$ cat src/rtl/systolic_pkg.sv
// Shared defaults and state type for the systolic array output collector.
package systolic_pkg;

    localparam int DEF_WIDTH = 16;
    localparam int DEF_COL   = 32;
    localparam int DEF_DEPTH = 4;

    typedef enum logic {
        COLLECT = 1'b0,
        DRAIN   = 1'b1
    } collector_state_t;

endpackage

$ cat src/rtl/collector_fifo.sv
// Per-column FIFO: power-of-two depth with wrapping pointers and an occupancy count.
// A push into a full FIFO is accepted only when a pop happens in the same cycle.
module collector_fifo #(
    parameter int width = 16,
    parameter int depth = 4
) (
    input  logic                     clk,
    input  logic                     nrst,
    input  logic                     clear,
    input  logic                     push,
    input  logic                     pop,
    input  logic [width-1:0]         din,
    output logic [width-1:0]         dout,
    output logic                     full,
    output logic                     empty,
    output logic [$clog2(depth):0]   count
);

    localparam int AW = $clog2(depth);

    logic [width-1:0] r_mem [depth];
    logic [AW-1:0]    r_wptr;
    logic [AW-1:0]    r_rptr;
    logic [AW:0]      r_count;
    logic             w_wr;
    logic             w_rd;

    assign full  = (r_count == (AW+1)'(depth));
    assign empty = (r_count == '0);
    assign count = r_count;
    assign dout  = r_mem[r_rptr];

    assign w_wr = push && (!full || pop);
    assign w_rd = pop && !empty;

    always_ff @(posedge clk or negedge nrst) begin
        if (!nrst) begin
            r_wptr  <= '0;
            r_rptr  <= '0;
            r_count <= '0;
        end else if (clear) begin
            r_wptr  <= '0;
            r_rptr  <= '0;
            r_count <= '0;
        end else begin
            if (w_wr) r_wptr <= r_wptr + 1'b1;
            if (w_rd) r_rptr <= r_rptr + 1'b1;
            case ({w_wr, w_rd})
                2'b10:   r_count <= r_count + 1'b1;
                2'b01:   r_count <= r_count - 1'b1;
                default: r_count <= r_count;
            endcase
        end
    end

    // Storage is data only: no reset, written whenever a push is accepted.
    always_ff @(posedge clk) begin
        if (w_wr && !clear) r_mem[r_wptr] <= din;
    end

endmodule

$ cat src/rtl/systolic_collector.sv
// De-skews per-column systolic array outputs into aligned rows via per-column FIFOs.
// Optional build macro COLLECTOR_RELU_EN clamps negative words to zero on write.
module systolic_collector
    import systolic_pkg::*;
#(
    parameter int width = DEF_WIDTH,
    parameter int col   = DEF_COL,
    parameter int depth = DEF_DEPTH
) (
    input  logic               clk,
    input  logic               nrst,
    input  logic               clear,
    input  logic               out_en       [col-1:0],
    input  logic [width-1:0]   systolic_out [col-1:0],
    input  logic               conv_finish,
    output logic               row_valid,
    input  logic               row_ready,
    output logic [width-1:0]   row_data     [col-1:0],
    output logic [15:0]        row_count,
    output logic               overflow,
    output logic               done
);

    localparam int CW = $clog2(depth) + 1;

`ifdef COLLECTOR_RELU_EN
    function automatic logic [width-1:0] relu(input logic [width-1:0] w);
        return w[width-1] ? '0 : w;
    endfunction
`endif

    collector_state_t r_state;
    collector_state_t w_state_nxt;

    logic [col-1:0] w_full;
    logic [col-1:0] w_empty;
    logic [col-1:0] w_cnt_zero;
    logic [col-1:0] w_drop;
    logic           w_pop;
    logic [15:0]    r_row_count;
    logic           r_overflow;

    assign row_valid = &(~w_empty);
    assign w_pop     = row_valid && row_ready;

    for (genvar c = 0; c < col; c++) begin : g_col
        logic [width-1:0] w_din;
        logic [CW-1:0]    w_count;

`ifdef COLLECTOR_RELU_EN
        assign w_din = relu(systolic_out[c]);
`else
        assign w_din = systolic_out[c];
`endif

        collector_fifo #(
            .width (width),
            .depth (depth)
        ) u_fifo (
            .clk   (clk),
            .nrst  (nrst),
            .clear (clear),
            .push  (out_en[c]),
            .pop   (w_pop),
            .din   (w_din),
            .dout  (row_data[c]),
            .full  (w_full[c]),
            .empty (w_empty[c]),
            .count (w_count)
        );

        assign w_cnt_zero[c] = (w_count == '0);
        assign w_drop[c]     = out_en[c] && w_full[c] && !w_pop;
    end

    always_ff @(posedge clk or negedge nrst) begin
        if (!nrst) begin
            r_row_count <= '0;
            r_overflow  <= 1'b0;
        end else if (clear) begin
            r_row_count <= '0;
            r_overflow  <= 1'b0;
        end else begin
            if (w_pop)   r_row_count <= r_row_count + 1'b1;
            if (|w_drop) r_overflow  <= 1'b1;
        end
    end

    assign row_count = r_row_count;
    assign overflow  = r_overflow;

    always_ff @(posedge clk or negedge nrst) begin
        if (!nrst) r_state <= COLLECT;
        else       r_state <= w_state_nxt;
    end

    always_comb begin
        w_state_nxt = r_state;
        done        = 1'b0;
        if (clear) begin
            w_state_nxt = COLLECT;
        end else begin
            case (r_state)
                COLLECT: if (conv_finish) w_state_nxt = DRAIN;
                DRAIN:   w_state_nxt = DRAIN;
                default: w_state_nxt = COLLECT;
            endcase
        end
        if (r_state == DRAIN) done = &w_cnt_zero;
    end

endmodule

$ cat config.mk
export PLATFORM = sky130hd
export DESIGN_NAME = systolic_collector
export DESIGN_NICKNAME = d
export VERILOG_FILES = /design/src/rtl/systolic_pkg.sv /design/src/rtl/collector_fifo.sv /design/src/rtl/systolic_collector.sv
export SDC_FILE = /design/constraint.sdc
export NUM_CORES = 2
export LEC_CHECK = 0
export ABC_AREA = 1
export CORE_ASPECT_RATIO = 2
export CORE_MARGIN = 3
export CORE_UTILIZATION = 50
export CTS_BUF_LIST = sky130_fd_sc_hd__clkbuf_4 sky130_fd_sc_hd__clkbuf_8 sky130_fd_sc_hd__clkbuf_16
export DETAILED_ROUTE_END_ITERATION = 8
export GPL_TIMING_DRIVEN = 0
export PLACE_DENSITY_LB_ADDON = 0.12
export SYNTH_ARGS = -nofsm -noshare
export SYNTH_HDL_FRONTEND = slang
export SYNTH_SLANG_ARGS = --single-unit
$ cat constraint.sdc
create_clock -name clk -period 3.8 [get_ports clk]
set_input_delay 0.76 -clock clk [delete_from_list [all_inputs] [get_ports clk]]
set_output_delay 0.76 -clock clk [all_outputs]
set_load 0.01 [all_outputs]
==> After elaboration in Yosys (flattened, before gate mapping) <==
Memories as Yosys holds them, arrays and structs flattened.
Cells that the tools add are included.
{ "classes": {"bitwise": 2, "n_mux": 264, "reduce_logical": 392, "add_sub_neg": 129, "eq_ne": 96} }
{ "ops": {"columns": ["cell", "count"], "rows": [
  ["$mux W2", 128],
  ["$pmux W3 S2", 32],
  ["$logic_and A1 B1 Y1", 161],
  ["$reduce_bool A2 Y1", 66],
  ["$add A2 B1 Y2 const B", 64],
  ["$add A3 B1 Y3 const B", 32],
  ["$eq A3 B3 Y1 const B", 32],
  ["$logic_not A3 Y1", 32],
  ["$mux W3", 32],
  ["$reduce_bool A3 Y1", 32],
  ["$sub A3 B1 Y3 const B", 32],
  ["$mux W1", 69],
  ["$logic_not A1 Y1", 66],
  ["$eq A2 B1 Y1 const B", 32],
  ["$eq A2 B2 Y1 const B", 32],
  ["$reduce_and A32 Y1", 2],
  ["$logic_or A1 B1 Y1", 32],
  ["$mux W16", 2],
  ["$not A32 Y32", 1],
  ["$reduce_or A32 Y1", 1],
  ["$add A16 B1 Y16 const B", 1],
  ["$pmux W1 S2", 1],
  ["$not A1 Y1", 1]
]} }
{ "totals": {"ram_bits": 2048, "wordCells": 1014, "out_inout_bits": 531, "inputBits": 549, "mem_count": 32, "register_bits": 242} }
{ "memory_table": {"columns": ["memory", "words", "width", "rd", "rd_clocked_by_memory_dff", "write_ports", "line", "text"], "rows": [
  ["g_col[0].u_fifo.r_mem", 4, 16, 1, 0, 1, "collector_fifo.sv:21", "logic [width-1:0] r_mem [depth];"],
  ["g_col[10].u_fifo.r_mem", 4, 16, 1, 0, 1, "collector_fifo.sv:21", null],
  ["g_col[11].u_fifo.r_mem", 4, 16, 1, 0, 1, "collector_fifo.sv:21", null],
  ["g_col[12].u_fifo.r_mem", 4, 16, 1, 0, 1, "collector_fifo.sv:21", null],
  ["g_col[13].u_fifo.r_mem", 4, 16, 1, 0, 1, "collector_fifo.sv:21", null],
  ["g_col[14].u_fifo.r_mem", 4, 16, 1, 0, 1, "collector_fifo.sv:21", null],
  ["26 more memories", null, null, null, null, null, null, null]
]} }

==> Depth between registers and ports, before layout <==
{ "depth": {"word_depth": 9, "depth_mapped": 15, "ltp_nobuf": 14} }

==> Cells and area by module <==
A second synthesis with hierarchy kept.
{ "unflattened": {"hier_cells": 7411, "hier_area_um2": 93837.5} }
{ "modules_own_cells": {"columns": ["module", "cells_per_inst", "seq_area_each_um2", "area_each_um2", "instances"], "rows": [
  ["collector_fifo (g_col[22].u_fifo ...)", 221, 2097.0, 2861.5, 18],
  ["collector_fifo (g_col[0].u_fifo ...)", 221, 2097.0, 2896.5, 7],
  ["collector_fifo (g_col[12].u_fifo ...)", 221, 2097.0, 2885.3, 6],
  ["collector_fifo (g_col[20].u_fifo)", 221, 2097.0, 2860.2, 1],
  ["systolic_collector", 339, 450.4, 1883.1, 1]
]} }

==> Least setup slack after synthesis <==
OpenSTA, ideal clock, no wires.
{ "synth_path": {"path_type": "input-to-reg", "from": "input port clear", "to": "memory g_col[0].u_fifo.r_mem[0][0], enable pin", "required_time_ps": 3411, "cell_stages": 6, "arrival_time_ps": 2422, "slack_ps": 990, "setup_ps": 389, "path_buffers": 3, "cell_sequence": "clkbuf_1 inv_1 clkbuf_1 buf_1 nand2_1 nor2_1"} }
{ "synth_via": {"elab_chain_cells": 4} }
{ "synth_rtl": {"columns": ["item", "line", "text"], "rows": [
  ["start, declared", "systolic_collector.sv:12", "input logic clear,"],
  ["$logic_not A1 Y1", "collector_fifo.sv:58", "if (w_wr && !clear) r_mem[r_wptr] <= din;"],
  ["$logic_and A1 B1 Y1", "collector_fifo.sv:58", null],
  ["$mux W1", "collector_fifo.sv:58", null],
  ["$mux W1 (not written as such)", "collector_fifo.sv:58", null],
  ["end, declared", "collector_fifo.sv:21", null]
]} }
No other way between the ends.

==> metrics.csv <==
stage,metric,value,unit
timing,Clock Skew,0.05432,ns
floorplan,die span in y,608.7,um
layout,Non-Filler Instances,10950,
yosys,main flop type after synthesis,edfxtp_1,
pwr,Tot Pwr,53.85,mW
critical_path,CP startpoint kind,flop,
routing,DRC,0,
timing,Max Freq,0.2663,GHz
yosys,Synth top area share,0.6773,
pwr,Lkg Pwr,40.60,nW
grt,GRT overflow,0,
grt,GRT Util Overall,0.2978,
routing,drt first-iter violations,5422,
layout,"most common cell after layout, fill and taps aside",edfxtp_1,
clocking,Root Driver,clkbuf_16,
critical_path,crit path DAT,2.99,ns
min_path,HP Class,input pin to async pin,
yosys,leading area contributor after synthesis,edfxtp_1,
critical_path,Critical Path Sink Type,output port,
placement,dpl cell area,0.1067,sq mm
yosys,fraction of registers with async set/reset,0.1057,
floorplan,Initial Util,0.5044,
grt,number of global-route vias before repair,63180,
clocking,worst-skew pair later-pin latency,0.84,ns
clocking,clock slew at reported path FFs,0.07,ns
layout,Layout Utilization,0.6318,
layout,Area Overhead vs Synth,25.27,%
pwr,PD cells,473.4,mW/mm^2
yosys,post-synthesis compound-gate area fraction,0.1084,
yosys,syn_area_per_cell,12.94,sq um
timing,Worst-Margin Slew,1.461,ns
run,MaxCap Viol Count,0,
placement,PortBufs,1078,
routing,Detailed Route WL,286.6,mm
outcome,status,completed,
layout,cell area after layout,0.1137,sq mm
grt,largest net degree at the start of global routing,105,
grt,first-pass GRT wire length,411.5,mm
placement,hpwl dp,207.7,mm
yosys,distinct cell type count after synthesis,37,
timing,min Tclk post-route,3.755,ns
yosys,largest family of logic cells by synthesized area,compound AO/OA/AOI/OAI gates,
floorplan,width of the die,307.3,um
yosys,number of synthesized flops with an enable pin,2048,
routing,via/cell ratio,5.746,
floorplan,core region area,0.1800,sq mm
floorplan,row count,220,
layout,"Net count, final",9114,
floorplan,die area,0.1871,sq mm
timing,Fin. Hold Viols,0,
yosys,ranking of synthesized cells by area,"edfxtp_1 68%, o21ai_0 6.9%, dfrtp_1 6.7%",
layout,area occupied by multi-input gates,0.02079,sq mm
yosys,Simple-Gate Fraction of Synth Area,0.08509,
critical_path,crit-path max FO,10,
timing,final period utilization,0.9881,
timing,Final setup viols,0,
placement,Final Wtd Congestion,0.8893,
routing,vias,62930,
yosys,Mapped Area,0.09080,sq mm
clocking,CTS tree,built,
critical_path,CP Class,flop to output port,
yosys,Adder-Cell Fraction of Synth Area,0.02483,
routing,wire per inst,26.17,um
clocking,H-Tree Depth,4,
placement,placed insts,10550,
timing,"Slew Viols, Final",0,
yosys,Synth Instances,7015,
grt,initial antenna violation count,101,
timing,RSZ-0062 raised after global routing,yes,
clocking,CTS buffer count,199,
yosys,"flops & latches, synth",2290,
clocking,Post-CTS Setup Bufs,0,
yosys,mux contribution to synthesized area,0,
yosys,"Seq/Total Area, Yosys",0.7440,
floorplan,I/O Pins,1080,
layout,share of layout cells above drive strength 1,0.1016,
timing,Slew HR,0.02628,
yosys,Synth Area in XOR/XNOR,0.004630,
pwr,worst vdd ir,0.5494,mV
clocking,clk sink count,2290,
layout,register area,0.06756,sq mm
critical_path,R2R cell count,11,
routing,post-route ant nets,0,
yosys,net count after synthesis,7725,
layout,filler instances,13530,
layout,"commonest cells after routing, fill and taps aside","2048 x edfxtp_1, 1247 x o21ai_0, 1161 x nor2_1, 1056 x clkdlybuf4s50_1, 481 x o22ai_1",
yosys,YS warnings,0,
routing,Detailed Routing Iterations Pass 1,6,
clocking,Max clock buf depth,4,
critical_path,required time of the critical path,3.04,ns
-- worst max-delay path, stage by stage, from the launching register on --
cell and delay [ns]:
dfrtp_1 0.42, clkbuf_1 0.45, o21ai_0 0.23, o22ai_2 0.39, clkdlybuf4s50_1 0.66
-- logic make-up after synthesis --
| family | after synthesis |
|---|---|
| flip-flops | 2290 |
| AND/OR/NAND/NOR | 1906 |
| AO/OA/AOI/OAI | 1827 |
| buffers and inverters | 783 |
| adder cells (fa/ha/maj) | 161 |
| XOR/XNOR | 48 |
-- routing by layer --
layer | track usage | wire length [um] | vias up
met3 | 0.1085 | 31510 | 633
li1 | - | - | 28260
met2 | 0.5180 | 144900 | 2702
met1 | 0.3263 | 96950 | 31240
met5 | 0 | 596 | -
met4 | 0.1280 | 12610 | 88
-- cell type report --
cell class	count	area share
clock inverter	113	0.009669
timing repair buffer	1204	0.1116
antenna	59	0.001298
clock buffer	245	0.04740
inverter	436	0.01439
buffer	331	0.01330
sequential	2290	0.5939
multi-input combinational	3942	0.1827
tap	2331	0.02564
-- cells in the mapped netlist (2+ instances only) --
library cell,instances
o31ai_1,5
a21o_1,10
inv_1,420
nor2_2,22
ha_1,129
o21ai_0,1247
a211oi_1,2
nand4_1,32
o22ai_1,515
nor2_1,1289
nor4_1,10
nand2_1,253
clkbuf_1,314
buf_2,13
o21ai_2,2
inv_2,16
edfxtp_1,2048
fa_1,32
xor2_1,43
buf_1,13
a21oi_1,44
buf_4,2
xnor2_1,5
nand3_1,283
dfrtp_1,242
buf_6,5
nor3_1,9
-- stage by stage --
step	TNS (ns)	hold WS, ns	worst slack, ns
2_1_floorplan	0	0.4568	0.9895
3_3_place_gp	-5268.23	0.5067	-11.30
3_5_place_dp	-25.09	0.5200	-0.5481
4_1_cts	-0.1976	0.4429	-0.1976
5_1_grt	-0.003449	0.5094	-0.003449
6_report	0	0.4868	0.04539
-- timing repair --
item / CTS / global route
endpoints found under the hold margin: 68 / 0
pin swaps: 1 / 1
hold buffers: 1 / 0
endpoints found under the setup margin: 352 / 134
gates resized for setup: 178 / 99
cloned: 0 / 0
-- state kept, by name, indices dropped and copies added, names as in the netlist --
register,count
g_col.u_fifo.count,96
r_state,1
g_col.u_fifo.r_wptr,64
row_count,16
overflow,1
g_col.u_fifo.r_rptr,64
g_col.u_fifo.r_mem,2048
-- where the power goes --
part           total [mW]  switching (mW)  internal [mW]  leakage (nW)
Combinational        4.54            2.69           1.85          15.5
Clock                20.5            9.07           11.4          3.25
Sequential           28.8           0.387           28.4          21.8
-- path summary, 6_finish.rpt --
path | startpoint | to | slack [ns]
setup / recovery | g_col[0].u_fifo.r_rptr[0] | row_data[10] | 0.05
hold / removal | nrst | g_col[7].u_fifo.r_rptr[1] | 0.49
setup reg to reg | g_col[31].u_fifo.count[2] | g_col[7].u_fifo.r_rptr[0] | 0.25
hold reg to reg | g_col[0].u_fifo.count[0] | g_col[0].u_fifo.count[0] | 0.53
max in group asynchronous | nrst | g_col[20].u_fifo.r_wptr[1] | 1.67
min in group clk | conv_finish | r_state | 0.52
Note: power is estimated with default switching activity, not from simulation.
